$ cat src/rtl/spi_regfile.sv
// spi_regfile: SPI mode-0 (CPOL=0, CPHA=0) peripheral register file.
// Frames are MSB first: R/W bit (1 = write), address, data. Writes land in a
// NUM_REGS x DATA_WIDTH register array after the frame is validated. Reads
// shift the addressed register out on sdo during the data field.
module spi_regfile #(
  parameter int DATA_WIDTH  = 8,
  parameter int ADDR_WIDTH  = 7,
  parameter int NUM_REGS    = 5,
  parameter int SYNC_STAGES = 2
) (
  input  logic                           clk,
  input  logic                           rst_n,
  input  logic                           sclk,
  input  logic                           sdi,
  input  logic                           cs,
  output logic                           sdo,
  output logic [NUM_REGS*DATA_WIDTH-1:0] regs,
  output logic                           wr_stb,
  output logic [ADDR_WIDTH-1:0]          wr_addr,
  output logic                           frame_err
);

  localparam int FRAME_LEN = 1 + ADDR_WIDTH + DATA_WIDTH;
  // Wide enough to hold FRAME_LEN+1 so an overlong frame stays distinguishable.
  localparam int CNT_WIDTH = $clog2(FRAME_LEN + 2);

  localparam logic [CNT_WIDTH-1:0]  CNT_HDR   = CNT_WIDTH'(1 + ADDR_WIDTH);
  localparam logic [CNT_WIDTH-1:0]  CNT_FULL  = CNT_WIDTH'(FRAME_LEN);
  localparam logic [CNT_WIDTH-1:0]  CNT_SAT   = CNT_WIDTH'(FRAME_LEN + 1);
  localparam logic [ADDR_WIDTH:0]   REG_LIMIT = (ADDR_WIDTH + 1)'(NUM_REGS);

  localparam logic [1:0] ST_IDLE   = 2'd0;
  localparam logic [1:0] ST_SHIFT  = 2'd1;
  localparam logic [1:0] ST_CHECK  = 2'd2;
  localparam logic [1:0] ST_COMMIT = 2'd3;

  logic [1:0]             state;

  logic [SYNC_STAGES-1:0] sclk_sync;
  logic [SYNC_STAGES-1:0] sdi_sync;
  logic [SYNC_STAGES-1:0] cs_sync;
  logic                   sclk_prev;
  logic                   cs_prev;
  logic                   sclk_s;
  logic                   sdi_s;
  logic                   cs_s;
  logic                   sclk_rise;
  logic                   sclk_fall;
  logic                   cs_rise;

  logic [FRAME_LEN-1:0]   shift_reg;
  logic [CNT_WIDTH-1:0]   count;
  logic [DATA_WIDTH-1:0]  tx_reg;
  logic                   tx_loaded;

  logic [DATA_WIDTH-1:0]  mem [NUM_REGS];

  logic                   frame_rw;
  logic [ADDR_WIDTH-1:0]  frame_addr;
  logic [DATA_WIDTH-1:0]  frame_data;
  logic                   frame_full;
  logic                   addr_ok;
  logic                   hdr_rw;
  logic [ADDR_WIDTH-1:0]  hdr_addr;
  logic [DATA_WIDTH-1:0]  rd_data;

  assign sclk_s    = sclk_sync[SYNC_STAGES-1];
  assign sdi_s     = sdi_sync[SYNC_STAGES-1];
  assign cs_s      = cs_sync[SYNC_STAGES-1];
  assign sclk_rise = sclk_s & ~sclk_prev;
  assign sclk_fall = ~sclk_s & sclk_prev;
  assign cs_rise   = cs_s & ~cs_prev;

  // Full-frame field view, used once the frame has ended.
  assign frame_rw   = shift_reg[FRAME_LEN-1];
  assign frame_addr = shift_reg[FRAME_LEN-2 -: ADDR_WIDTH];
  assign frame_data = shift_reg[DATA_WIDTH-1:0];
  assign frame_full = (count == CNT_FULL);
  assign addr_ok    = ({1'b0, frame_addr} < REG_LIMIT);

  // Header view: valid when exactly 1+ADDR_WIDTH bits have been shifted in.
  assign hdr_rw   = shift_reg[ADDR_WIDTH];
  assign hdr_addr = shift_reg[ADDR_WIDTH-1:0];

  // Synchronise the SPI pins and keep one-cycle history for edge detection.
  // cs resets to its inactive (high) level so no false frame start is seen.
  always_ff @(posedge clk or negedge rst_n) begin
    if (!rst_n) begin
      sclk_sync <= '0;
      sdi_sync  <= '0;
      cs_sync   <= '1;
      sclk_prev <= 1'b0;
      cs_prev   <= 1'b1;
    end else begin
      sclk_sync <= {sclk_sync[SYNC_STAGES-2:0], sclk};
      sdi_sync  <= {sdi_sync[SYNC_STAGES-2:0], sdi};
      cs_sync   <= {cs_sync[SYNC_STAGES-2:0], cs};
      sclk_prev <= sclk_s;
      cs_prev   <= cs_s;
    end
  end

  // Read mux; out-of-range addresses read as zero.
  always_comb begin
    rd_data = '0;
    for (int unsigned i = 0; i < NUM_REGS; i++) begin
      if (hdr_addr == ADDR_WIDTH'(i)) rd_data = mem[i];
    end
  end

  // Frame FSM: shift in bits, shift out read data, validate and commit.
  always_ff @(posedge clk or negedge rst_n) begin
    if (!rst_n) begin
      state     <= ST_IDLE;
      shift_reg <= '0;
      count     <= '0;
      tx_reg    <= '0;
      tx_loaded <= 1'b0;
      sdo       <= 1'b0;
      wr_stb    <= 1'b0;
      wr_addr   <= '0;
      frame_err <= 1'b0;
    end else begin
      wr_stb    <= 1'b0;
      frame_err <= 1'b0;
      case (state)
        ST_IDLE: begin
          sdo       <= 1'b0;
          tx_loaded <= 1'b0;
          // Level test also picks up a cs fall that arrived during CHECK/COMMIT.
          if (!cs_s) begin
            state     <= ST_SHIFT;
            shift_reg <= '0;
            count     <= '0;
          end
        end
        ST_SHIFT: begin
          if (cs_rise) begin
            state <= ST_CHECK;
            sdo   <= 1'b0;
          end else begin
            if (sclk_rise) begin
              shift_reg <= {shift_reg[FRAME_LEN-2:0], sdi_s};
              if (count != CNT_SAT) count <= count + 1'b1;
            end else if (sclk_fall && tx_loaded) begin
              sdo    <= tx_reg[DATA_WIDTH-1];
              tx_reg <= tx_reg << 1;
            end
            if (!tx_loaded && count == CNT_HDR && !hdr_rw) begin
              tx_reg    <= rd_data;
              tx_loaded <= 1'b1;
            end
          end
        end
        ST_CHECK: begin
          if (frame_full && frame_rw && addr_ok) begin
            state <= ST_COMMIT;
          end else begin
            state <= ST_IDLE;
            if (!(frame_full && !frame_rw)) frame_err <= 1'b1;
          end
        end
        ST_COMMIT: begin
          wr_stb  <= 1'b1;
          wr_addr <= frame_addr;
          state   <= ST_IDLE;
        end
        default: state <= ST_IDLE;
      endcase
    end
  end

  // Register array; written only from COMMIT, so partial frames never land.
  always_ff @(posedge clk or negedge rst_n) begin
    if (!rst_n) begin
      for (int unsigned i = 0; i < NUM_REGS; i++) mem[i] <= '0;
    end else if (state == ST_COMMIT) begin
      for (int unsigned i = 0; i < NUM_REGS; i++) begin
        if (frame_addr == ADDR_WIDTH'(i)) mem[i] <= frame_data;
      end
    end
  end

  // Flatten the register array onto the regs bus.
  always_comb begin
    regs = '0;
    for (int unsigned i = 0; i < NUM_REGS; i++) begin
      regs[i*DATA_WIDTH +: DATA_WIDTH] = mem[i];
    end
  end

endmodule

$ cat config.mk
export PLATFORM = sky130hd
export DESIGN_NAME = spi_regfile
export DESIGN_NICKNAME = d
export VERILOG_FILES = /design/src/rtl/spi_regfile.sv
export SDC_FILE = /design/constraint.sdc
export NUM_CORES = 1
export LEC_CHECK = 0
export CORE_MARGIN = 3
export CORE_UTILIZATION = 35
export DETAILED_ROUTE_END_ITERATION = 10
export SLEW_MARGIN = 15
export SYNTH_ARGS = -nofsm -noshare
export SYNTH_HDL_FRONTEND = slang
export SYNTH_SLANG_ARGS = --single-unit
$ cat constraint.sdc
create_clock -name clk -period 2.9 [get_ports clk]
set_input_delay 0.58 -clock clk [delete_from_list [all_inputs] [get_ports clk]]
set_output_delay 0.58 -clock clk [all_outputs]
set_load 0.05 [all_outputs]
# Word-level counts from Yosys, hierarchy flattened
# Cells that the tools add are included.
dict set report word_totals {
  ff_bits 90
  inputBits 5
  elab_cells 108
}
dict set report classes {
  n_addsub 1
  magnitude_cmp 1
  eq_ne 23
  n_mux 32
  bitwise_logic 7
  n_reduce_logical 25
}
# cell n
set op_table {}
lappend op_table {{$mux 8} 8}
lappend op_table {{$mux 16} 3}
lappend op_table {{$pmux 16 s2} 1}
lappend op_table {{$eq 7x2->1 const B} 4}
lappend op_table {{$mux 5} 4}
lappend op_table {{$eq 7x1->1 const B} 2}
lappend op_table {{$eq 7x3->1 const B} 2}
lappend op_table {{$logic_not 7->1} 2}
lappend op_table {{$ne 2x2->1 const B} 6}
lappend op_table {{$reduce_and 2->1} 6}
lappend op_table {{$pmux 5 s2} 1}
lappend op_table {{$mux 1} 9}
lappend op_table {{$pmux 2 s4} 1}
lappend op_table {{$reduce_and 4->1} 2}
lappend op_table {{$lt 7x3->1 const B} 1}
lappend op_table {{$logic_and 1x1->1} 6}
lappend op_table {{$mux 2} 3}
lappend op_table {{$ne 3x3->1 const B} 2}
lappend op_table {{$reduce_and 3->1} 2}
lappend op_table {{$add 5x1->5 const B} 1}
lappend op_table {{$eq 5x4->1 const B} 1}
lappend op_table {{$eq 5x5->1 const B} 1}
lappend op_table {{$ne 5x5->1 const B} 1}
lappend op_table {{$reduce_and 5->1} 1}
lappend op_table {{9 further kinds} 19}

# Longest topological paths before layout
# Gate-level depths: netlist of run 1.
dict set report logic_depth {
  depth_word 7
  depth_mapped 7
  mapped_depth_nobuf 6
}

# Least setup slack after synthesis of run 1
# OpenSTA, ideal clock, no wires.
dict set report synth_path {
  kind {register to register}
  startpoint {register shift_reg[14]}
  endpoint {register mem, in the netlist regs[10]}
  arrival_ns 2.088
  required_time_ns 2.775
  setup_slack_ns 0.687
  path_stages_with_launch 6
  n_path_buf 1
  cell_sequence {dfrtp_1 -> or4_4 -> or3_1 -> buf_6 -> nor3b_4 -> mux2_2}
}
dict set report synth_between {
  elab_chain_len 2
}
# item line
set synth_rtl {}
lappend synth_rtl {{from (decl)} 51} ;# logic [FRAME_LEN-1:0] shift_reg;
lappend synth_rtl {{from (signal assigned)} 143} ;# shift_reg <= {shift_reg[FRAME_LEN-2:0], sdi_s};
lappend synth_rtl {{$eq 7x1->1} 179} ;# if (frame_addr == ADDR_WIDTH'(i)) mem[i] <= frame_data;
lappend synth_rtl {{$reduce_and 2->1 (no source line)} n/a}
lappend synth_rtl {{to (signal, indexed assignment)} 179}
lappend synth_rtl {{to (decl)} 56} ;# logic [DATA_WIDTH-1:0] mem [NUM_REGS];
# No other way between the ends.
# A chain may end at the register's enable or synchronous reset.

# Final worst setup path of run 1
dict set report layout_path {
  startpoint {register shift_reg[14]}
  endpoint {register mem, in the netlist regs[12]}
}
# Same word-level chain as after synthesis.

==> impl_metrics.toml, run 1 <==
[grt]
grt_pass1_vias = 3130
overflow = 0
track_usage_pct = 16.8
grt_first_pass_wirelength_mm = 17.2
antenna_found_initial = 0
grt_start_max_net_pins = 50

[sta]
rsz0062_at_grt = "no"
fin_ws_ns = 0.508
max_freq_ghz = 0.418
finalHoldViolCount = 0
finalSetupTns_ns = 0
max_slew_margin_pct = 49.5
max_slew.worst_pin.slew_ns = 0.758
period_needed_ns = 2.39
holdWs_ns = 0.267
skew_ns = 0.00908
slew_viol_final = 0
setup_viol = 0
fin_crit_sh_pct = 82.5

[route]
final_antenna_net_count = 0
viasPerCell = 5.39
detailroute.via_count = 3060
wire_per_inst_um = 18.4
first_pass_iters = 4
wirelength_mm = 10.4
drc = 0
drtIter0Drc = 146

[synthesis]
synth.avg_cell_area_um2 = 11.2
netlist_area_mm2 = 0.00417
synth_seq_cells = 90
synth_enable_flop_cells = 0
ys_types = 48
syn_inst = 371
async_reset_ff_share_pct = 100
seq_area_frac_synth_pct = 54.1
yosysWarningCount = 0
ys.flop_type = "dfrtp_1"
syn_nets = 379

[finish]
drive_gt1_share_pct = 19.3
nNetsFinal = 428
num_antenna_cells = 0
final_area_mm2 = 0.00516
area_growth_pct = 23.7
largest_reg_flops = 40

[worst_setup_path]
worstPathArrival_ns = 2.62
cp-start-kind = "flop"
crit_path_end_kind = "flop"
worstRegToRegCells = 4
path_max_fanout = 8
worstPathRequired_ns = 3.13
path_class = "reg2reg"

[power]
power_density_mw_per_mm2 = 683
ir_worst_vdd_mv = 0.374
power.leakage_nw = 2.23

[die]
chipHeight_um = 115
row_count = 39
io_pins = 55
start_util_pct = 36.2
dieArea_mm2 = 0.0133
core_mm2 = 0.0115
die_w_um = 115

[placed_design]
io_buffers = 54
dp_hpwl_mm = 7.24
placed_area_mm2 = 0.00486
gp_congestion = 0.843
place_ws_ns = 0.522

[cts]
ctsResizeCount = 0
root_buffer = "clkbuf_16"
clkTransAtPathRegs_ns = 0.06
cts_setup_buffers = 0
cts.path.max_buffers = 2
cts_hold_buf = 0
clock-sinks = 90
numCtsBuffers = 9
htreeDepth = 3
insertion_delay_ns = 0.35
tritoncts = "yes"

[run]
cap_violations = 0

[hold_path]
hold_class = "in2async"

[status]
status = "complete, no violations"
==> cells in the mapped netlist, types with 2 or more instances <==
| cell type | instances | area [um^2] |
|---|---|---|
| nor3_1 | 8 | 40.0 |
| a21boi_0 | 3 | 22.5 |
| mux2_2 | 44 | 495 |
| a21oi_1 | 15 | 75.1 |
| o2bb2ai_1 | 5 | 43.8 |
| nand3b_1 | 3 | 22.5 |
| or3_1 | 8 | 50.1 |
| nor2_1 | 8 | 30.0 |
| a22oi_1 | 2 | 15.0 |
| o221ai_1 | 2 | 17.5 |
| and3b_1 | 2 | 17.5 |
| clkbuf_1 | 22 | 82.6 |
| and3_1 | 3 | 18.8 |
| o31ai_1 | 5 | 37.5 |
| nor2b_1 | 3 | 18.8 |
| nand2_1 | 42 | 158 |
| nand2b_1 | 7 | 43.8 |
| o21ai_0 | 21 | 105 |
| a2bb2oi_1 | 5 | 43.8 |
| or4_1 | 4 | 30.0 |
| nor3b_4 | 2 | 37.5 |
| or2_2 | 2 | 12.5 |
| ha_1 | 3 | 37.5 |
| dfrtp_1 | 87 | 2180 |
| nand4b_1 | 5 | 43.8 |
| inv_1 | 12 | 45.0 |
| and2_1 | 2 | 12.5 |
| o211ai_1 | 3 | 22.5 |
| a2111oi_0 | 5 | 43.8 |
| a211oi_1 | 8 | 60.1 |
| mux2i_1 | 7 | 70.1 |
| a41oi_1 | 2 | 17.5 |
| nand3_1 | 4 | 20.0 |
| dfstp_2 | 3 | 78.8 |
==> final cells by class <==
cell class,count,area [um^2]
Inverter,12,45.0
Sequential cell,90,2260
Fill cell,1113,6350
Timing Repair Buffer,62,611
Tap cell,143,179
Clock inverter,4,31.3
Multi-Input combinational cell,245,1770
Clock buffer,12,267
==> placed cells by master, fill, tap and decap left out, types with 4 or more instances in the layout <==
cell | synthesis | final
nand2_1 | 42 | 42
mux2_2 | 44 | 44
or3_1 | 8 | 8
o21ai_0 | 21 | 21
buf_4 | 0 | 8
a211oi_1 | 8 | 8
a2111oi_0 | 5 | 5
nand2b_1 | 7 | 7
dfrtp_1 | 87 | 87
o2bb2ai_1 | 5 | 5
a2bb2oi_1 | 5 | 5
nand4b_1 | 5 | 5
a21oi_1 | 15 | 15
nand3_1 | 4 | 4
or4_1 | 4 | 4
inv_1 | 12 | 12
o31ai_1 | 5 | 5
mux2i_1 | 7 | 7
clkbuf_16 | 0 | 9
nor2_1 | 8 | 8
clkdlybuf4s50_1 | 0 | 53
nor3_1 | 8 | 8
==> critical path: stages (launching register included) <==
cell     delay [ns]
dfrtp_1        0.40
or4_4          0.56
or3_1          0.45
nor3b_4        0.47
mux2_2         0.39
==> stage by stage <==
step           utilization, %  instances  total power [W]
3_5_place_dp             42.2        552          0.00239
6_report                 44.8        568          0.00353
5_1_grt                  44.8        568          0.00372
3_3_place_gp             42.2        552          0.00237
4_1_cts                  44.8        568          0.00355
2_1_floorplan               -        371          0.00211
==> power breakdown <==
group / switching, W / internal [W] / leakage (nW) / total [W]
Combinational: 0.000545 / 0.000302 / 0.856 / 0.000847
Sequential: 0.000173 / 0.00135 / 1.23 / 0.00152
Clock: 0.000499 / 0.000657 / 0.150 / 0.00116
==> per-layer routing <==
layer	track usage [%]	vias to the layer above	share of wire, %
li1	-	1444	-
met1	23.8	1538	48
met2	25.5	66	47
met3	3.89	12	3.6
met4	5.16	0	1.2
met5	0	-	0
==> logic make-up after synthesis <==
| logic type | count (synthesis) | share of synthesized area [%] |
|---|---|---|
| simple gates | 110 | 14.8 |
| flops | 90 | 54.1 |
| compound gates | 80 | 13.0 |
| mux | 52 | 13.8 |
| buf+inv | 36 | 3.45 |
| fa+ha+maj | 3 | 0.900 |
==> worst paths after layout <==
path	end	startpoint	slack, ns
setup reg to reg	regs[12]$_DFFE_PN0P_	shift_reg[14]$_DFFE_PN0P_	0.51
hold reg to reg	sdi_sync[1]$_DFF_PN0_	sdi_sync[0]$_DFF_PN0_	0.35
max in group asynchronous	shift_reg[8]$_DFFE_PN0P_	rst_n	1.98
hold / removal	regs[37]$_DFFE_PN0P_	rst_n	0.27
min in group clk	sdi_sync[1]$_DFF_PN0_	sdi_sync[0]$_DFF_PN0_	0.35
setup / recovery	regs[12]$_DFFE_PN0P_	shift_reg[14]$_DFFE_PN0P_	0.51
Note: power is estimated with default switching activity, not from simulation.
==> run 2, diff against run 1 <==
==> constraint.sdc (replaced) <==
create_clock -name clk -period 2.49 [get_ports clk]
set_input_delay 0.498 -clock clk [delete_from_list [all_inputs] [get_ports clk]]
set_output_delay 0.498 -clock clk [all_outputs]
set_load 0.05 [all_outputs]
==> run 2 against run 1 <==
Worst setup slack worse by 0.39 ns. Clock power is 16% higher. Via count is 0.95% higher. Total power is 17% higher. Worst hold slack worse by 0.15 ns. Sequential power is 14% higher. Final area is 0.78% higher. Die area stayed put. Non-clock buffer count is 6 higher. Clock skew is 0.00060 ns higher. Clock-buffer cell count is 2 lower. Core utilization is 0.35 points higher. Largest power group unchanged.
==> impl_metrics.toml, run 2 (synthesis results as in run 1) <==
[finish]
area_growth_pct = 24.6
largest_reg_flops = 40
final_common_cell = "dfrtp_1"
final_area_mm2 = 0.00520
seqCellArea_mm2 = 0.00226
nFillCells = 1094
num_antenna_cells = 0
multi_input_area_mm2 = 0.00177
final_cell_mix = "dfrtp_1 (87), clkdlybuf4s50_1 (53), mux2_2 (44)"
drive_gt1_share_pct = 20.4
nNetsFinal = 434

[sta]
setup_viol = 0
max_slew_margin_pct = 66.7
slew_viol_final = 0
period_needed_ns = 2.38
fin_crit_sh_pct = 95.4
rsz0062_at_grt = "no"
finalHoldViolCount = 0
max_freq_ghz = 0.421
skew_ns = 0.00968
max_slew.worst_pin.slew_ns = 0.487
finalSetupTns_ns = 0

[worst_setup_path]
crit_path_end_kind = "flop"
path_max_fanout = 8
worstPathArrival_ns = 2.61
path_class = "reg2reg"
cp-start-kind = "flop"
worstPathRequired_ns = 2.72
rrSetupSlack_ns = 0.11

[power]
pwr-share-comb_pct = 25.6
p_int_w = 0.00267
power.net_switching_w = 0.00146
ir_worst_vdd_mv = 0.360
clkPwrFrac_pct = 32.5
power.leakage_nw = 2.26
swShare_pct = 35.3
seq_power_share_pct = 41.8
power_density_mw_per_mm2 = 793

[cts]
numCtsBuffers = 9
cts.path.max_buffers = 2
tritoncts = "yes"
cts_setup_buffers = 0
clock-sinks = 90
insertion_delay_ns = 0.35
htreeDepth = 3
root_buffer = "clkbuf_16"
clkTransAtPathRegs_ns = 0.07

[grt]
overflow = 0
antenna_found_initial = 0
grt_first_pass_wirelength_mm = 16.7
grt_pass1_vias = 3066
grt_start_max_net_pins = 41
track_usage_pct = 16.2

[route]
drt-met1-wl_mm = 4.97
highest_layer = "met4"
drtIter0Drc = 176
first_pass_iters = 4
wire_per_inst_um = 18.0
wirelength_mm = 10.3
detailroute.via_count = 3089
viasPerCell = 5.38
wl_met2_mm = 4.90
final_antenna_net_count = 0
route.met3.wl_um = 351
drc = 0

[die]
start_util_pct = 36.2
chipHeight_um = 115
dieArea_mm2 = 0.0133
io_pins = 55
die_w_um = 115
core_mm2 = 0.0115
row_count = 39

[hold_path]
hold_class = "in2async"

[status]
status = "complete, no violations"

[run]
cap_violations = 0

[placed_design]
gp_congestion = 0.812
io_buffers = 54
placed_area_mm2 = 0.00491
dp_hpwl_mm = 7.30
-- run 2: changes by cell type in the layout (fill, tap and decap cells not counted), sizes merged --
cell,previous run,this run
clkbuf,12,10
buf,9,15
clkinvlp,0,1
inv,14,17
clkinv,2,0
-- run 2: path summary, 6_finish.rpt --
check,startpoint,endpoint,depth (start not counted)
max in group asynchronous,rst_n,cs_sync[0]$_DFF_PN1_,2
max reg2reg,shift_reg[14]$_DFFE_PN0P_,regs[11]$_DFFE_PN0P_,4
min,rst_n,regs[32]$_DFFE_PN0P_,1
min in group clk,cs_sync[0]$_DFF_PN1_,cs_sync[1]$_DFF_PN1_,0
max,shift_reg[14]$_DFFE_PN0P_,regs[11]$_DFFE_PN0P_,4
min reg2reg,cs_sync[0]$_DFF_PN1_,cs_sync[1]$_DFF_PN1_,0
-- run 2: critical path, cell delays in order (launching register included) --
cell     delay (ns)
dfrtp_1        0.41
or4_4          0.56
or3_1          0.44
nor3b_4        0.45
mux2_2         0.40
-- run 2: cell type report --
cell class	count	area share (%)
sequential	90	43.4
multi-input combinational	245	34.1
timing repair buffer	68	12.6
clock buffer	10	4.59
tap	143	3.44
clock inverter	6	1.03
inverter	12	0.866
-- run 2: what timing repair did --
action	CTS	global route
resized for setup	0	0
setup endpoints to repair	0	4
hold buffers	0	0
-- run 2: stage by stage --
stage | cells | setup WS [ns] | hold WS [ns] | total power (W) | utilization (%)
after global placement | 558 | 0.131 | 0.333 | 0.00279 | 42.6
after CTS | 574 | 0.0754 | 0.125 | 0.00416 | 45.2
after detailed placement | 558 | 0.105 | 0.340 | 0.00281 | 42.6
final | 574 | 0.114 | 0.113 | 0.00413 | 45.2
after global routing | 574 | 0.00467 | 0.143 | 0.00434 | 45.2
after floorplan | 371 | 0.277 | 0.202 | 0.00245 | -
-- run 2: routing by layer --
layer  vias up  global-route usage [%]
met5         -                       0
met4         0                    4.54
met3         7                    4.00
met2        69                    24.7
met1      1559                    23.1
li1       1454                       -
-- run 2: power groups by stage --
stage / Clock, W / Combinational, W / Sequential, W
final: 0.00134 / 0.00106 / 0.00173
after global routing: 0.00143 / 0.00116 / 0.00174
after CTS: 0.00137 / 0.00106 / 0.00173
after detailed placement: 0 / 0.00106 / 0.00175
after global placement: 0 / 0.00105 / 0.00174
after floorplan: 0 / 0.000690 / 0.00176
==> run 3, diff against run 2 <==
--- a/config.mk
+++ b/config.mk
@@ -5,6 +5,7 @@
 export SDC_FILE = /design/constraint.sdc
 export NUM_CORES = 1
 export LEC_CHECK = 0
+export CAP_MARGIN = 10
 export CORE_MARGIN = 3
 export CORE_UTILIZATION = 35
 export DETAILED_ROUTE_END_ITERATION = 10
==> results of run 3 <==
No change in the layout: final DEF, timing and power equal those of run 2.
